## src/rtl/mac_stream_engine.sv

```systemverilog
// Streaming keyed MAC: absorbs DATA_W-bit chunks lane by lane over valid/ready,
// then folds in the chunk count and emits a MAC_W-bit tag with a one-cycle pulse.
module mac_stream_engine #(
    parameter int                DATA_W = 256,
    parameter int                MAC_W  = 8,
    parameter int                ROT    = 1,
    parameter logic [MAC_W-1:0]  IV     = '0
) (
    input  logic              clk,
    input  logic              rst_n,
    input  logic [MAC_W-1:0]  key,
    input  logic              in_valid,
    output logic              in_ready,
    input  logic [DATA_W-1:0] in_data,
    input  logic              in_last,
    output logic [MAC_W-1:0]  mac,
    output logic              mac_valid,
    output logic              busy
);

    localparam int NLANE = DATA_W / MAC_W;
    localparam int LW    = (NLANE > 1) ? $clog2(NLANE) : 1;

    typedef enum logic [1:0] {
        S_IDLE,
        S_ABSORB,
        S_FINAL
    } state_t;

    state_t             r_state;
    state_t             w_next;
    logic [DATA_W-1:0]  r_chunk;
    logic [LW-1:0]      r_lane;
    logic               r_last;
    logic [MAC_W-1:0]   r_acc;
    logic [MAC_W-1:0]   r_cnt;
    logic [MAC_W-1:0]   r_key;
    logic               r_first;
    logic [MAC_W-1:0]   r_mac;
    logic               r_mac_valid;

    logic               w_hs;
    logic               w_lane_end;
    logic [MAC_W-1:0]   w_lane;
    logic [MAC_W-1:0]   w_step;
    logic [MAC_W-1:0]   w_fin;

    function automatic logic [MAC_W-1:0] rotl(input logic [MAC_W-1:0] x);
        return (x << ROT) | (x >> (MAC_W - ROT));
    endfunction

    // The chunk register shifts down each step, so the current lane is always at the bottom.
    assign w_lane     = r_chunk[MAC_W-1:0];
    assign w_step     = rotl(r_acc ^ w_lane) + r_key;
    assign w_fin      = rotl(r_acc ^ r_cnt) + r_key;
    assign w_lane_end = (r_lane == LW'(NLANE - 1));

    assign in_ready  = (r_state != S_ABSORB);
    assign w_hs      = in_valid && in_ready;
    assign mac       = r_mac;
    assign mac_valid = r_mac_valid;
    assign busy      = (r_state != S_IDLE) || !r_first;

    always_ff @(posedge clk or negedge rst_n) begin
        if (!rst_n) begin
            r_state <= S_IDLE;
        end else begin
            r_state <= w_next;
        end
    end

    always_comb begin
        w_next = r_state;
        unique case (r_state)
            S_IDLE: begin
                if (w_hs) w_next = S_ABSORB;
            end
            S_ABSORB: begin
                if (w_lane_end) w_next = r_last ? S_FINAL : S_IDLE;
            end
            S_FINAL: begin
                w_next = w_hs ? S_ABSORB : S_IDLE;
            end
            default: w_next = S_IDLE;
        endcase
    end

    always_ff @(posedge clk or negedge rst_n) begin
        if (!rst_n) begin
            r_chunk     <= '0;
            r_lane      <= '0;
            r_last      <= 1'b0;
            r_acc       <= IV;
            r_cnt       <= '0;
            r_key       <= '0;
            r_first     <= 1'b1;
            r_mac       <= '0;
            r_mac_valid <= 1'b0;
        end else begin
            r_mac_valid <= 1'b0;
            unique case (r_state)
                S_ABSORB: begin
                    r_acc   <= w_step;
                    r_chunk <= r_chunk >> MAC_W;
                    r_lane  <= r_lane + 1'b1;
                end
                S_FINAL: begin
                    r_mac       <= w_fin;
                    r_mac_valid <= 1'b1;
                    r_acc       <= IV;
                    r_cnt       <= '0;
                    r_first     <= 1'b1;
                end
                default: ;
            endcase
            // A chunk taken during FINAL opens a fresh message.
            if (w_hs) begin
                r_chunk <= in_data;
                r_last  <= in_last;
                r_lane  <= '0;
                r_cnt   <= ((r_state == S_FINAL) ? '0 : r_cnt) + 1'b1;
                if (r_first || (r_state == S_FINAL)) begin
                    r_key   <= key;
                    r_acc   <= IV;
                    r_first <= 1'b0;
                end
            end
        end
    end

endmodule

```

## config.mk

```make
export PLATFORM = sky130hd
export DESIGN_NAME = mac_stream_engine
export DESIGN_NICKNAME = d
export VERILOG_FILES = /design/src/rtl/mac_stream_engine.sv
export SDC_FILE = /design/constraint.sdc
export NUM_CORES = 1
export LEC_CHECK = 0
export CORE_UTILIZATION = 50
export CTS_CLUSTER_SIZE = 28
export DETAILED_ROUTE_END_ITERATION = 6
export PLACE_DENSITY = 0.88
export SLEW_MARGIN = 20
export SYNTH_ARGS = -nofsm -noshare
export SYNTH_HDL_FRONTEND = slang
export SYNTH_SLANG_ARGS = --single-unit
export TNS_END_PERCENT = 5
```

## constraint.sdc

```tcl
create_clock -name clk -period 2.25 [get_ports clk]
set_input_delay 0.225 -clock clk [delete_from_list [all_inputs] [get_ports clk]]
set_output_delay 0.225 -clock clk [all_outputs]
set_load 0.02 [all_outputs]
```

==> results.md, run 1 <==
- Status: finished, final reports clean
- Critical path required time: 2.63 ns
- Initial Util: 50.8%
- Initial DRC count: ~780
- 1st-pass router iterations: 5
- Die Ht: about 170 microns
- Final slew viol count: 0
- Most common cell after layout, fill and taps aside: dfrtp_1
- CTS tree: yes
- Multi-input combinational cell area: 0.00617 sq mm
- Final setup vio count: 0
- Fillers: around 2,000
- Post-synth top area share: a little over half
- Commonest non-fill, non-tap cells in the layout: 297 x dfrtp_1, 274 x clkdlybuf4s50_1, 271 x nand2_1
- Clock Sinks: ~300
- Fin crit share: 97.1%
- Register area share after synthesis: 52.9%
- Via density: 5.30
- Critical path fanouts, max: 3
- Post-synth net total: about 1,600
- Synth async-reset ratio: 100%
- Seq. cell area: approximately 0.0075 sq mm
- # IOs: roughly 280
- Post-synth top flop: dfrtp_1
- RSZ-0062 raised after global routing: no
- Worst Path Arrival: between 2 and 3 ns
- Dpl cells: between 1,500 and 2,000
- WL/cell: 17.5 microns
- DRT antenna net count: 0
- Worst path most repeated cell: a21oi_2
- Htree depth: 2
- Cell Count, Final, Fillers Out: 1,999
- Routed wire length: between 30,000 and 40,000 microns
- Clock tree buffer depth: 3
- GRT Total Usage: approximately a quarter
- Initial antenna violation count: 2
- Largest net degree at the start of global routing: 133
- Final hold vios: 0
- Netlist cell types: 42
- Min Tclk post-route: 2.19 ns
- CTS Root Cell: clkbuf_16
- Synth-to-layout area growth: 30.5%
- Max frequency: 458 MHz
- Post-synthesis register bit count: between 200 and 300
- Pwr/cell area: roughly 1300 mW/mm^2
- CP endpoint kind: flip-flop
- Worst path slowest cell: dfrtp_1
- First-pass GRT wire length: roughly 56,000 microns
- # DRC: 0
- Slew @ Worst Pin: 0.587 ns
- Yosys top cell by area: dfrtp_1
- Die width: between 150 and 200 microns
- Clk_skew: around 0.014 ns
- Type of origin of the critical path: flip-flop
- Slew margin rel.: between 60% and 70%
- Post-Syn Area per Cell: approximately 10 sq um
- Routed via count: 10,600
- Crit-path cells: xor2_1 > ha_2 > fa_2 > a21oi_2 > o21ai_1 > a21oi_2 > xnor2_1 > mux2_2
- Grt ovf: 0
- Crit-path max cell delay: 0.41 ns
- Utilization after layout: 66.3%
- Die area: around 0.029 sq mm
- Dpl hpwl: roughly 24,000 microns
- Proportion of layout cells with a drive suffix above 1: between 6 and 7%
- Mapped cell area: 0.0141 sq mm
- Synthesis Warnings: 0
- Clock transition at path regs: 0.06 ns
- Core area: 0.0278 sq mm
- Syn Inst Count: 1,344
- Num CTS Buffers: 34
- Clock Latency Late Sink: 0.51 ns
- Number of synthesized flops with an enable pin: 0
- WS Path Type: reg -> reg
- Number of global-route vias before repair: 11,000
- LEAKAGE: 8.32 nW
- Routability cong.: 0.860
- Top post-synthesis cells by area: dfrtp_1 53%, mux2i_1 18%, o21ai_0 9.4%, nand2_1 7.2%, ha_1 1.9%
- IO Port Bufs: 278
- Num rows: 61
- Nets: 1,886
- Maximum VDD drop: ~0.0007 V
- MaxCap Viol Count: 0
- Hold Path Class: in -> reg
[routing by layer]
metal	global-route usage [%]	routed length [microns]	vias to the layer above
met2	41.0	16800	320
met4	7.83	963	2
met3	6.44	2530	73
met1	30.6	14700	5076
li1	-	-	5131
met5	0	12	-
[stage by stage]
stage / area (sq um) / TNS, ns / setup WS, ns / hold WS, ns / power (mW)
floorplan: 14100 / 0 / 0.218 / -0.0706 / 15.0
global placement: 17200 / 0 / 0.0958 / 0.176 / 16.9
detailed placement: 17200 / -0.0155 / -0.0155 / 0.169 / 17.5
CTS: 18400 / 0 / 0.0320 / 0.168 / 23.3
global route: 18400 / 0 / 0.00115 / 0.190 / 24.9
finish: 18400 / 0 / 0.0642 / 0.184 / 23.3
[flip-flops by register name, summed over array words and instances (netlist names)]
register and count:
mac_valid 1, r_chunk 256, r_lane 5, r_last 1
r_acc 8, r_state 2, r_cnt 8, mac 8
r_first 1, r_key 8
[layout make-up]
type	instances	area share [%]
clock buffer	55	5.94
timing repair buffer	305	16.9
sequential	298	40.5
tap	378	2.57
clock inverter	6	0.319
multi-input combinational	944	33.5
inverter	12	0.245
antenna	1	0.0136
[critical path, delay by kind of cell, from the launching register on]
kind | cells | cell delay (ns)
XOR/XNOR | 2 | 0.28
adder cells (fa/ha/maj) | 2 | 0.62
multiplexers | 1 | 0.28
flip-flops | 1 | 0.41
AO/OA/AOI/OAI | 3 | 0.49
[cell usage after synthesis, drive strengths merged, types with 2 or more instances]
cell / instances
a211oi: 4
nor3: 2
a22o: 2
o211ai: 2
dfrtp: 297
nor2b: 7
buf: 61
nand3: 4
nand2: 271
nor2: 24
nand2b: 5
mux2: 13
clkbuf: 29
nand4: 2
xnor2: 12
ha: 21
o22ai: 2
a21o: 2
a21oi: 14
o21ai: 268
mux2i: 256
inv: 12
xor2: 21
fa: 2
[path summary, 6_finish.rpt]
check	endpoint	startpoint	depth (start not counted)	slack, ns
min in group asynchronous	mac[3]	rst_n	2	0.24
worst max-delay path	mac[6]	r_acc[7]	8	0.06
worst min-delay path	r_cnt[0]	in_valid	3	0.18
worst max register to register	mac[6]	r_acc[7]	8	0.06
max in group asynchronous	r_chunk[50]	rst_n	3	1.30
worst min register to register	r_chunk[98]	r_chunk[106]	2	0.48
[power breakdown]
| part | switching, mW | internal, mW |
|---|---|---|
| clock | 2.19 | 3.44 |
| combinational | 4.56 | 3.45 |
| sequential | 1.66 | 7.98 |
| total | 8.41 | 14.9 |
[what timing repair did]
item	4_1_cts	5_1_grt
setup buffers	0	2
pin swaps	1	6
resized for setup	3	8
hold buffers	1	0
endpoints found under the setup margin	2	4
hold endpoints to repair	40	0
[logic make-up after synthesis]
group | count (synthesis) | synth area share (%)
buffers and inverters | 102 | 3.72
multiplexers | 269 | 19.2
flip-flops | 298 | 52.9
XOR/XNOR | 33 | 2.05
adder cells (fa/ha/maj) | 23 | 2.15
AND/OR/NAND/NOR | 319 | 8.99
AO/OA/AOI/OAI | 300 | 11.0
(Power assumes the default switching activity.)
==> run 2: changes to the inputs <==
--- a/config.mk
+++ b/config.mk
@@ -6,9 +6,10 @@
 export NUM_CORES = 1
 export LEC_CHECK = 0
 export CORE_UTILIZATION = 50
+export CTS_BUF_LIST = sky130_fd_sc_hd__clkbuf_8
 export CTS_CLUSTER_SIZE = 28
 export DETAILED_ROUTE_END_ITERATION = 6
-export PLACE_DENSITY = 0.88
+export PLACE_DENSITY_LB_ADDON = 0.05
 export SLEW_MARGIN = 20
 export SYNTH_ARGS = -nofsm -noshare
 export SYNTH_HDL_FRONTEND = slang
==> results.md, run 2 (synthesized netlist as in run 1, its figures left out) <==
- Status: finished, final reports clean (unchanged)
- # IOs: 279 (unchanged)
- Slew @ Worst Pin: 0.906 ns (was 0.587 ns)
- Final slew viol count: 0 (unchanged)
- GRT Total Usage: 22.8% (was 24.4%)
- WS Path Type: reg -> reg (unchanged)
- Number of flip-flops in the largest register: 256 (unchanged)
- Htree depth: 2 (unchanged)
- WL/cell: 16.3 microns (was 17.5 microns)
- Critical path buffer and inverter count: 1 (was 0)
- Die Ht: 170 microns (unchanged)
- Clock tree buffer depth: 3 (unchanged)
- Switch share: 36.3% (was 36.1%)
- Switching Power: 7.92 mW (was 8.41 mW)
- Cell count along the critical path: 9 (was 8)
- Routed wire length: 33,000 microns (was 34,900 microns)
- Maximum VDD drop: 0.00156 V (was 0.000686 V)
- Crit-path cells: xor2_1 > ha_1 > inv_1 > fa_1 > nor2b_1 > o21ai_0 > a21oi_1 > nor3_1 > o31ai_1 (was xor2_1 > ha_2 > fa_2 > a21oi_2 > o21ai_1 > a21oi_2 > xnor2_1 > mux2_2)
- Crit-path max cell delay: 0.41 ns (about the same)
- Pwr/cell area: 1200 mW/mm^2 (was 1260 mW/mm^2)
- Worst path top cell family by delay: adder cells (unchanged)
- Critical path required time: 2.73 ns (was 2.63 ns)
- # DRC: 0 (unchanged)
- Final setup vio count: 0 (unchanged)
- Fillers: 2,337 (was 2,038)
- Power share of the combinational group: 35.1% (was 34.4%)
- RSZ-0062 raised after global routing: yes (was no)
- Max frequency: 475 MHz (was 458 MHz)
- Num rows: 61 (unchanged)
- CP endpoint kind: flip-flop (unchanged)
- Slew margin rel.: 39.6% (was 60.9%)
- Worst Path Arrival: 2.58 ns (was 2.56 ns)
- Grt ovf: 0 (unchanged)
- Core area: 0.0278 sq mm (unchanged)
- Proportion of layout cells with a drive suffix above 1: 6.42% (was 6.60%)
- Commonest non-fill, non-tap cells in the layout: 297 x dfrtp_1, 274 x clkdlybuf4s50_1, 271 x nand2_1 (unchanged)
- Total power draw: 21.8 mW (was 23.3 mW)
- Num CTS Buffers: 53 (was 34)
- 1st-pass router iterations: 5 (unchanged)
- Die width: 170 microns (unchanged)
- Dpl hpwl: 21,900 microns (was 24,100 microns)
- CP Launch Point: r_acc[7] (unchanged)
- LEAKAGE: 8.29 nW (was 8.32 nW)
- Reg power frac: 43.6% (was 41.4%)
- Die area: 0.0289 sq mm (unchanged)
- Final hold vios: 0 (unchanged)
- Critical R2R Capture: r_acc[6] (was mac[6])
- Setup Buffers After CTS: 0 (unchanged)
- Crit path capture: r_acc[6] (was mac[6])
- Routed via count: 10,400 (was 10,600)
- Initial antenna violation count: 5 (was 2)
- Internal Power: 13.9 mW (was 14.9 mW)
- Routability cong.: 0.808 (was 0.860)
- R2r setup slk: 0.14 ns (was 0.06 ns)
- Initial DRC count: 679 (was 782)
- Number of global-route vias before repair: 10,400 (was 11,000)
- CTS tree: yes (unchanged)
- IO Port Bufs: 278 (unchanged)
- DRT antenna net count: 0 (unchanged)
- Most common cell after layout, fill and taps aside: dfrtp_1 (unchanged)
- Clock power share: 21.3% (was 24.2%)
- Clock Latency Late Sink: 0.57 ns (was 0.51 ns)
- Fin crit share: 93.6% (was 97.1%)
- Critical path fanouts, max: 3 (unchanged)
- Hold Path Class: in -> reg (unchanged)
- MaxCap Viol Count: 0 (unchanged)
- Largest Register: r_chunk (unchanged)
- WHS: 0.105 ns (was 0.184 ns)
- FF-to-FF path depth: 9 (was 8)
- CTS Root Cell: clkbuf_8 (was clkbuf_16)
- Clk_skew: 0.0196 ns (was 0.0136 ns)
- Synth-to-layout area growth: 28.8% (was 30.5%)
- Clock transition at path regs: 0.06 ns (about the same)
- Largest net degree at the start of global routing: 248 (was 133)
- First-pass GRT wire length: 52,600 microns (was 56,200 microns)
- Initial Util: 50.8% (unchanged)
- Via density: 5.14 (was 5.30)
- Clock Sinks: 298 (unchanged)
- Type of origin of the critical path: flip-flop (unchanged)
- Reg-to-reg startpoint: r_acc[7] (unchanged)
- Worst path slowest cell: dfrtp_1 (unchanged)
- Min Tclk post-route: 2.11 ns (was 2.19 ns)
- Nets: 1,897 (was 1,886)
[run 2: changes by cell type in the layout (fill, tap and decap cells not counted), moves of 3 or more]
cell,previous run,this run
clkbuf_16,37,0
buf_4,17,7
clkbuf_1,8,0
clkinv_2,4,0
inv_1,12,34
diode_2,1,4
clkbuf_8,10,61
[run 2: cell type report]
class / instances / area, sq um / share of cell area (%)
flip-flops and latches: 298 / 7460 / 41.0
multi-input cells: 944 / 6150 / 33.9
repair buffers: 297 / 3070 / 16.9
clock buffers: 61 / 840 / 4.62
well taps: 378 / 473 / 2.60
clock inverters: 24 / 120 / 0.661
inverters: 12 / 45.0 / 0.248
diodes: 4 / 10.0 / 0.0551
[run 2: per-stage QoR]
step	worst slack [ns]	TNS, ns	cell area, sq um	instances	utilization (%)
after floorplan	0.218	0	14100	1344	-
after global placement	0.104	0	17200	1928	61.8
after detailed placement	0.0956	0	17200	1928	61.8
after CTS	0.0653	0	18100	2014	65.3
after global routing	-0.0275	-0.0310	18200	2016	65.4
final	0.143	0	18200	2018	65.4
[run 2: what timing repair did]
item	CTS	global route
hold buffers	1	0
setup endpoints to repair	2	3
gates resized for setup	2	3
endpoints found under the hold margin	60	0
pin swaps	0	0
[run 2: worst min-delay path by stage]
stage                   from           end  depth (start not counted)
finish              in_valid  r_chunk[252]                          3
global route        in_valid  r_chunk[252]                          3
CTS                 in_valid  r_chunk[252]                          3
detailed placement     rst_n        mac[3]                          1
global placement       rst_n        mac[3]                          1
floorplan              rst_n        mac[0]                          0
[run 2: worst min-delay path: cells and delay by family]
family,cells,cell delay (ns)
buf+inv,1,0.18
mux,1,0.17
simple gates,1,0.05
[run 2: power groups by stage]
stage / Sequential, mW / Clock, mW / Combinational, mW
after floorplan: 9.17 / 0 / 5.81
final: 9.51 / 4.65 / 7.65
after CTS: 9.51 / 4.79 / 7.72
after global placement: 9.50 / 0 / 7.50
after global routing: 9.81 / 5.04 / 8.81
after detailed placement: 9.55 / 0 / 7.69
[run 2: routing by layer]
metal	GRT usage, %	wire length (microns)	vias to the layer above
met3	7.16	2520	57
met5	0	45	-
li1	-	-	5163
met2	35.9	15300	237
met1	30.2	14500	4908
met4	6.85	612	6
==> run 3: changes to the inputs <==
--- a/config.mk
+++ b/config.mk
@@ -5,6 +5,7 @@
 export SDC_FILE = /design/constraint.sdc
 export NUM_CORES = 1
 export LEC_CHECK = 0
+export CAP_MARGIN = 25
 export CORE_UTILIZATION = 50
 export CTS_BUF_LIST = sky130_fd_sc_hd__clkbuf_8
 export CTS_CLUSTER_SIZE = 28
==> results of run 3 <==
No change in the layout: final DEF, timing and power equal those of run 2.
